File: config.mk
export PLATFORM = sky130hd
export DESIGN_NAME = s2p_rx
export DESIGN_NICKNAME = d
export VERILOG_FILES = /design/src/rtl/s2p_pkg.sv /design/src/rtl/sync_2ff.sv /design/src/rtl/s2p_rx.sv
export SDC_FILE = /design/constraint.sdc
export NUM_CORES = 1
export LEC_CHECK = 0
export ABC_AREA = 1
export BUFFER_PORTS_ARGS = -buffer_cell sky130_fd_sc_hd__buf_2
export CORE_MARGIN = 2
export CORE_UTILIZATION = 45
export DETAILED_ROUTE_END_ITERATION = 10
export PLACE_DENSITY = 0.65
export SLEW_MARGIN = 20
export SYNTH_ARGS = -nofsm -noshare
export SYNTH_HDL_FRONTEND = slang
export SYNTH_SLANG_ARGS = --single-unit
File: constraint.sdc
create_clock -name clk -period 1.8 [get_ports clk]
set_input_delay 0.27 -clock clk [delete_from_list [all_inputs] [get_ports clk]]
set_output_delay 0.27 -clock clk [all_outputs]
set_load 0.03 [all_outputs]
File: src/rtl/s2p_pkg.sv
// s2p_pkg: shared types and constants for the serial-to-parallel receiver.
//   state_t     receiver FSM states
//   DATA_BITS   payload bits per frame
//   FRAME_BITS  start + data + stop bits on the line
//   START_BIT / STOP_BIT  line levels of the framing bits
package s2p_pkg;

    localparam int   DATA_BITS  = 8;
    localparam int   FRAME_BITS = 10;
    localparam logic START_BIT  = 1'b0;
    localparam logic STOP_BIT   = 1'b1;

    typedef enum logic [2:0] {
        IDLE,
        START,
        DATA,
        STOP,
        BREAK
    } state_t;

endpackage

File: src/rtl/sync_2ff.sv
// sync_2ff: two-flop synchronizer for a single asynchronous bit.
//   clk    destination clock
//   reset  synchronous, active-high; both flops load RESET_VAL
//   d      asynchronous input
//   q      synchronized output (2 clk latency)
module sync_2ff #(
    parameter logic RESET_VAL = 1'b1
) (
    input  logic clk,
    input  logic reset,
    input  logic d,
    output logic q
);

    logic meta_q;
    logic sync_q;

    always_ff @(posedge clk) begin
        if (reset) begin
            meta_q <= RESET_VAL;
            sync_q <= RESET_VAL;
        end else begin
            meta_q <= d;
            sync_q <= meta_q;
        end
    end

    assign q = sync_q;

endmodule

File: src/rtl/s2p_rx.sv
// s2p_rx: oversampling async serial receiver (start 0, 8 data MSB first, stop 1).
//   clk            system clock
//   reset          synchronous, active-high
//   sample_tick    enable at OVERSAMPLE x bit rate (may be held high)
//   serial_in      asynchronous line, idle high
//   parallel_out   last good byte, held between frames
//   data_valid     1-clk pulse: parallel_out updated
//   framing_error  1-clk pulse: stop bit sampled low
//   rx_busy        high whenever the FSM is not idle
module s2p_rx #(
    parameter int OVERSAMPLE = 16,
    parameter int DATA_BITS  = 8
) (
    input  logic                 clk,
    input  logic                 reset,
    input  logic                 sample_tick,
    input  logic                 serial_in,
    output logic [DATA_BITS-1:0] parallel_out,
    output logic                 data_valid,
    output logic                 framing_error,
    output logic                 rx_busy
);

    import s2p_pkg::*;

    localparam int CNT_W = $clog2(OVERSAMPLE);
    localparam logic [CNT_W-1:0] CNT_HALF = CNT_W'(OVERSAMPLE / 2 - 1);
    localparam logic [CNT_W-1:0] CNT_FULL = CNT_W'(OVERSAMPLE - 1);
    localparam logic [2:0]       IDX_LAST = 3'(DATA_BITS - 1);

    logic rx_s;

    sync_2ff #(.RESET_VAL(1'b1)) u_sync (
        .clk   (clk),
        .reset (reset),
        .d     (serial_in),
        .q     (rx_s)
    );

    state_t                 state_q, state_d;
    logic [CNT_W-1:0]       cnt_q, cnt_d;
    logic [2:0]             idx_q, idx_d;
    logic [DATA_BITS-1:0]   shreg_q, shreg_d;
    logic [DATA_BITS-1:0]   pout_q, pout_d;
    logic                   valid_q, valid_d;
    logic                   ferr_q, ferr_d;

    always_comb begin
        state_d = state_q;
        cnt_d   = cnt_q;
        idx_d   = idx_q;
        shreg_d = shreg_q;
        pout_d  = pout_q;
        // Pulses are cleared on every clk, tick or not.
        valid_d = 1'b0;
        ferr_d  = 1'b0;

        if (sample_tick) begin
            unique case (state_q)
                IDLE: begin
                    if (rx_s == START_BIT) begin
                        state_d = START;
                        cnt_d   = '0;
                    end
                end
                START: begin
                    if (cnt_q == CNT_HALF) begin
                        cnt_d = '0;
                        idx_d = '0;
                        // A start bit that is gone by mid-bit was a glitch.
                        state_d = (rx_s == START_BIT) ? DATA : IDLE;
                    end else begin
                        cnt_d = cnt_q + CNT_W'(1);
                    end
                end
                DATA: begin
                    if (cnt_q == CNT_FULL) begin
                        cnt_d   = '0;
                        shreg_d = {shreg_q[DATA_BITS-2:0], rx_s};
                        if (idx_q == IDX_LAST) begin
                            idx_d   = '0;
                            state_d = STOP;
                        end else begin
                            idx_d = idx_q + 3'd1;
                        end
                    end else begin
                        cnt_d = cnt_q + CNT_W'(1);
                    end
                end
                STOP: begin
                    if (cnt_q == CNT_FULL) begin
                        cnt_d = '0;
                        if (rx_s == STOP_BIT) begin
                            pout_d  = shreg_q;
                            valid_d = 1'b1;
                            state_d = IDLE;
                        end else begin
                            ferr_d  = 1'b1;
                            state_d = BREAK;
                        end
                    end else begin
                        cnt_d = cnt_q + CNT_W'(1);
                    end
                end
                BREAK: begin
                    // Hold off until the line returns high so a stuck-low
                    // line is not mistaken for a fresh start bit.
                    if (rx_s == STOP_BIT) begin
                        state_d = IDLE;
                    end
                end
                default: begin
                    state_d = IDLE;
                    cnt_d   = '0;
                end
            endcase
        end
    end

    always_ff @(posedge clk) begin
        if (reset) begin
            state_q <= IDLE;
            cnt_q   <= '0;
            idx_q   <= '0;
            shreg_q <= '0;
            pout_q  <= '0;
            valid_q <= 1'b0;
            ferr_q  <= 1'b0;
        end else begin
            state_q <= state_d;
            cnt_q   <= cnt_d;
            idx_q   <= idx_d;
            shreg_q <= shreg_d;
            pout_q  <= pout_d;
            valid_q <= valid_d;
            ferr_q  <= ferr_d;
        end
    end

    assign parallel_out  = pout_q;
    assign data_valid    = valid_q;
    assign framing_error = ferr_q;
    assign rx_busy       = (state_q != IDLE);

endmodule

==> results of run 1 <==
[per-stage QoR]
step	util [%]	worst slack [ns]	area [µm²]	hold WS, ns
finish	53.7	0.281	1480	0.123
detailed placement	50.7	0.287	1400	0.396
CTS	53.7	0.270	1480	0.113
global route	53.7	0.156	1480	0.108
floorplan	-	0.479	1300	0.339
global placement	50.7	0.355	1400	0.396
[synth_stat cells]
cell type,n,share of area (%)
nor2_1,49,14
dfxtp_1,30,46
o21ai_0,23,8.9
nand2_1,19,5.5
inv_1,12,3.5
a21oi_1,8,3.1
nand3_1,5,1.9
nor2_2,4,1.9
ha_1,3,2.9
nand2_2,3,1.4
nand3_2,3,2.3
o21ai_1,3,1.2
inv_2,2,0.58
nor2_4,2,1.7
or2_2,2,0.96
buf_2,1,0.38
clkbuf_1,1,0.29
clkinv_1,1,0.29
clkinv_4,1,0.67
nand3b_1,1,0.58
nand4_1,1,0.48
nor4_1,1,0.48
o21bai_1,1,0.58
[cell type report]
cell class	count	area [µm²]	area share, %
clock inverters	1	30.0	2.03
well taps	31	38.8	2.62
clock buffers	6	51.3	3.47
flip-flops and latches	30	601	40.6
inverters	16	65.1	4.40
multi-input cells	128	624	42.2
repair buffers	14	70.1	4.73
[path summary, 6_finish.rpt]
kind / start / endpoint / slack [ns] / depth (start not counted)
max: cnt_q[1] / shreg_q[5] / 0.28 / 6
min: serial_in / u_sync.meta_q / 0.12 / 2
min reg2reg: u_sync.meta_q / u_sync.q / 0.41 / 1
max reg2reg: cnt_q[1] / shreg_q[5] / 0.28 / 6
[power by group]
part	internal, W	switching [W]	total, W
clock network	0.000323	0.000223	0.000546
registers	0.000716	0.0000847	0.000800
logic	0.000184	0.000410	0.000594
total	0.00122	0.000718	0.00194
[registers in the layout, indices dropped and copies added (netlist names)]
register,count
cnt_q,4
data_valid,1
framing_error,1
idx_q,3
parallel_out,8
shreg_q,8
state_q,3
u_sync.meta_q,1
u_sync.q,1
[routing by layer]
| layer | up-vias | wire length [µm] | GRT usage [%] |
|---|---|---|---|
| li1 | 605 | - | - |
| met1 | 521 | 1220 | 20.4 |
| met2 | 28 | 1190 | 26.6 |
| met3 | 5 | 133 | 6.70 |
| met4 | 0 | 38 | 6.31 |
| met5 | - | 0 | 0 |
[kinds of logic (layout without fill, tap and decap cells)]
family,count (synthesis),count (layout),share of synthesized area (%)
and+or+nand+nor,90,90,31.5
adders and majority gates,3,3,2.89
buffers and inverters,18,37,5.68
AOI/OAI and AO/OA,35,35,13.7
DFF,30,30,46.2
==> reports/metrics.yaml, run 1 <==
yosys:
  ys_types: 23
  ys_seq_area_share_pct: 46.2
  ys_seq_elements: 30
  syn-num-nets: 183
  yosysWarnings: 0
  avgSynthCellArea_um2: 7.38
  syn_inst: 176
  synth_area_um2: 1300
critical_path:
  cp_slowest_stage_delay_ns: 0.38
  critical_path_buf_inv_count: 0
  path_cells: "ha_1, nand3_2, nor2_2, nand3_1, o21ai_0, nor2_1"
  crit_fanout: 8
  cp-start-kind: "register"
  cp_slowest_cell: "dfxtp_1"
  cp.arrival_ns: 1.74
  critPathCaptureType: "register"
  criticalPathCategory: "register to register"
  required_ns: 2.02
  crit_family: "simple AND/OR/NAND/NOR gates"
placement:
  hpwl_mm: 1.78
  place_inst: 219
  io_buffers: 14
  gp_congestion: 0.789
detailed_routing:
  wl_mm: 2.58
  via_per_inst: 5.13
  drc: 0
  wl_per_cell_um: 11.4
  drt_first_pass_iters: 4
  drtIter0Drc: 69
  via_count: 1159
  drtAntennaViolNets: 0
clock_tree:
  cts_tree: "built"
  clk_pin_slew_worst_paths_ns: 0.09
  cts_max_level: 2
  postCtsSetupBuffers: 0
  clock_sinks: 30
  clkLatencyLatePin_ns: 0.32
  clock_path_buffers: 2
  postCtsHoldBufs: 0
  cts_resized: 0
  cts-root-buf: "clkbuf_4"
  cts_buffers: 5
power:
  p_leak_nw: 0.635
  p_total_w: 0.00194
  power.density_nw_per_um2: 1310
  ir_worst_vdd_mv: 0.683
die:
  io_pins: 15
  core_um2: 2760
  start_util_pct: 47.1
  die_width_um: 57.7
  die_h_um: 57.7
  die-area_um2: 3330
  row_count: 19
timing:
  worst_pin_slew_ns: 0.592
  final.setup_skew_ns: 0.00553
  grt_setup_unrepaired: "false"
  max_slew_margin_pct: 60.5
  post-route-period-util_pct: 84.4
  final.min_clock_period_ns: 1.52
  setup_tns_ns: 0
  finalHoldViolCount: 0
  fmax_mhz: 659
  finalSetupViolations: 0
  slew_viol_final: 0
finish:
  fillers: 273
  drive_above_1_share_pct: 19.5
  syn2layout_area_growth_pct: 14.0
  n_antenna_cell: 0
  layout_commonest_cell: "nor2_1"
  instances_no_fill: 226
  final_cell_mix: "nor2_1, dfxtp_1, o21ai_0"
  nets: 202
min_path:
  hold_path_class: "primary input to register"
global_route:
  grt_max_degree: 25
  grt_antenna_before_repair: 0
  track_usage_pct: 16.7
  grt_pass1_vias: 969
  grt_pass1_wl_mm: 4.15
  gr-total-overflow: 0
run_status:
  status: "finished clean"
job:
  maxCapViolCount: 0
(Power assumes the default switching activity.)
==> inputs of run 2 (changes only) <==
- ABC_AREA: 1 -> 0
- clock period: 1.8 -> 1.4 ns (I/O delays scaled with it)
==> reports/metrics.yaml, run 2 <==
critical_path:
  cp_slowest_stage_delay_ns: 0.53  # was 0.38 ns
  critical_path_buf_inv_count: 0  # unchanged
  critPathCaptureType: "register"  # unchanged
  required_ns: 1.63  # was 2.02 ns
  path_cells: "ha_4, nand3_2, or4_4, mux2i_1, nor2_1"  # was ha_1, nand3_2, nor2_2, nand3_1, o21ai_0, nor2_1
  cp.arrival_ns: 1.73  # was 1.74 ns
  cp_slowest_cell: "or4_4"  # was dfxtp_1
  criticalPathCategory: "register to register"  # unchanged
  crit_fanout: 8  # unchanged
  crit_family: "simple AND/OR/NAND/NOR gates"  # unchanged
  cp-start-kind: "register"  # unchanged
yosys:
  synthArstFlopShare_pct: 0  # unchanged
  syn_inst: 141  # was 176
  avgSynthCellArea_um2: 9.38  # was 7.38 µm²
  synth_top_area_share_pct: 45.4  # was 46.2%
  synth_area_um2: 1320  # was 1300 µm²
  synth_area_leader_cell: "dfxtp_1"  # unchanged
  yosysWarnings: 0  # unchanged
  synth_ff_type: "dfxtp_1"  # unchanged
  synth.area.top_cells: "dfxtp_1, mux2i_1, nor2_1, ha_1, nand2_1"  # was dfxtp_1, nor2_1, o21ai_0, nand2_1, inv_1
  synth_edf_count: 0  # unchanged
  ys_seq_elements: 30  # unchanged
  syn-num-nets: 148  # was 183
  ys_seq_area_share_pct: 45.4  # was 46.2%
  synth_common_cells: "dfxtp_1, nor2_1, mux2i_1"  # was nor2_1, dfxtp_1, o21ai_0
  ys_types: 37  # was 23
  synth.most_common_cell: "dfxtp_1"  # was nor2_1
die:
  die_h_um: 58.2  # was 57.7 µm
  io_pins: 15  # unchanged
  start_util_pct: 47.5  # was 47.1%
  die_width_um: 58.2  # was 57.7 µm
  row_count: 19  # unchanged
  core_um2: 2780  # was 2760 µm²
  die-area_um2: 3390  # was 3330 µm²
finish:
  multi_input_area_um2: 808  # was 624 µm²
  n_antenna_cell: 0  # unchanged
  final_cell_area_um2: 1900  # was 1480 µm²
  layout_commonest_cell: "buf_4"  # was nor2_1
  fillers: 216  # was 273
  ff_latch_area_um2: 616  # was 601 µm²
  instances_no_fill: 219  # was 226
  drive_above_1_share_pct: 46.8  # was 19.5%
  final_cell_mix: "buf_4, nor2_1, dfxtp_1"  # was nor2_1, dfxtp_1, o21ai_0
  syn2layout_area_growth_pct: 43.6  # was 14.0%
  nets: 194  # was 202
timing:
  finalHoldViolCount: 0  # unchanged
  setup_slack_ns: -0.100  # was 0.281 ns
  worst_pin_slew_ns: 0.359  # was 0.592 ns
  finalSetupViolations: 17  # was 0
  final.min_clock_period_ns: 1.50  # was 1.52 ns
  setup_tns_ns: -0.964  # was 0 ns
  final.setup_skew_ns: 0.0113  # was 0.00553 ns
  max_slew_margin_pct: 76.1  # was 60.5%
  slew_viol_final: 0  # unchanged
  worst_hold_slack_ns: 0.0575  # was 0.123 ns
  fmax_mhz: 667  # was 659 MHz
  grt_setup_unrepaired: "true"  # was false
  post-route-period-util_pct: 107  # was 84.4%
detailed_routing:
  wl_mm: 3.04  # was 2.58 mm
  via_count: 1152  # was 1,159
  drt_first_pass_iters: 4  # unchanged
  wl_per_cell_um: 13.9  # was 11.4 µm
  via_per_inst: 5.26  # was 5.13
  drc: 0  # unchanged
  drtAntennaViolNets: 0  # unchanged
  drtIter0Drc: 66  # was 69
power:
  p_leak_nw: 0.838  # was 0.635 nW
  power.density_nw_per_um2: 785  # was 1310 nW/µm²
  ir_worst_vdd_mv: 0.734  # was 0.683 mV
clock_tree:
  cts_max_level: 2  # unchanged
  clk_pin_slew_worst_paths_ns: 0.10  # was 0.09 ns
  cts_tree: "built"  # unchanged
  cts_buffers: 5  # unchanged
  clock_sinks: 30  # unchanged
  clock_path_buffers: 2  # unchanged
  clkLatencyLatePin_ns: 0.34  # was 0.32 ns
  cts-root-buf: "clkbuf_4"  # unchanged
global_route:
  grt_pass1_wl_mm: 4.80  # was 4.15 mm
  gr-total-overflow: 0  # unchanged
  grt_antenna_before_repair: 0  # unchanged
  grt_pass1_vias: 1124  # was 969
  track_usage_pct: 19.0  # was 16.7%
  grt_max_degree: 19  # was 25
placement:
  hpwl_mm: 2.00  # was 1.78 mm
  pre_cts_ws_ns: -0.128  # was 0.287 ns
  io_buffers: 14  # unchanged
  gp_congestion: 0.760  # was 0.789
  placed_area_um2: 1620  # was 1400 µm²
  place_inst: 202  # was 219
min_path:
  hold_path_class: "primary input to register"  # unchanged
run_status:
  status: "finished with violations"  # was finished clean
  violations: "negative setup slack"
job:
  maxCapViolCount: 0  # unchanged
## run 2: repair_timing
action | in CTS | in global routing
cloned | 0 | 1
gates resized for setup | 12 | 24
pin swaps | 3 | 10
setup endpoints to repair | 27 | 26
hold buffers | 0 | 0
buffers inserted | 0 | 8
## run 2: layout make-up
type	count	share of cell area (%)
multi-input combinational	101	42.6
sequential	30	32.4
timing repair buffer	46	19.0
clock buffer	6	2.70
tap	31	2.04
clock inverter	2	0.659
inverter	3	0.593
## run 2: worst register-to-register path, delay by kind of cell, from the launching register on
kind,cells,cell delay (ns)
DFF,1,0.36
adders and majority gates,1,0.17
muxes,1,0.20
and+or+nand+nor,3,0.67
## run 2: path summary, 6_finish.rpt
| check | from | to | slack (ns) | depth (start not counted) |
|---|---|---|---|---|
| max reg2reg | cnt_q[1] | shreg_q[0] | -0.10 | 5 |
| min reg2reg | u_sync.meta_q | u_sync.q | 0.42 | 1 |
| max | cnt_q[1] | shreg_q[0] | -0.10 | 5 |
| min | serial_in | u_sync.meta_q | 0.06 | 2 |
## run 2: power by group
part	switching (W)	internal [W]
sequential	0.00000390	0.000852
clock	0.000318	0.000241
combinational	0.0000427	0.0000339
## run 2: per-stage QoR
step / utilization [%] / power (W)
6_report: 68.3 / 0.00149
2_1_floorplan: - / 0.000912
5_1_grt: 68.3 / 0.00155
3_5_place_dp: 58.1 / 0.000941
4_1_cts: 61.8 / 0.00150
3_3_place_gp: 58.1 / 0.000940
## run 2: kinds of logic after synthesis
| group | synth area share, % |
|---|---|
| compound gates | 7.66 |
| xor+xnor | 1.32 |
| fa+ha+maj | 2.84 |
| buf+inv | 3.41 |
| flops | 45.4 |
| mux | 15.1 |
| simple gates | 24.2 |
## run 2: metal layers
metal	GRT usage, %	share of wire (%)
met1	21.8	43
met2	31.2	50
met3	6.47	4.1
met4	9.63	2.9
met5	0	0
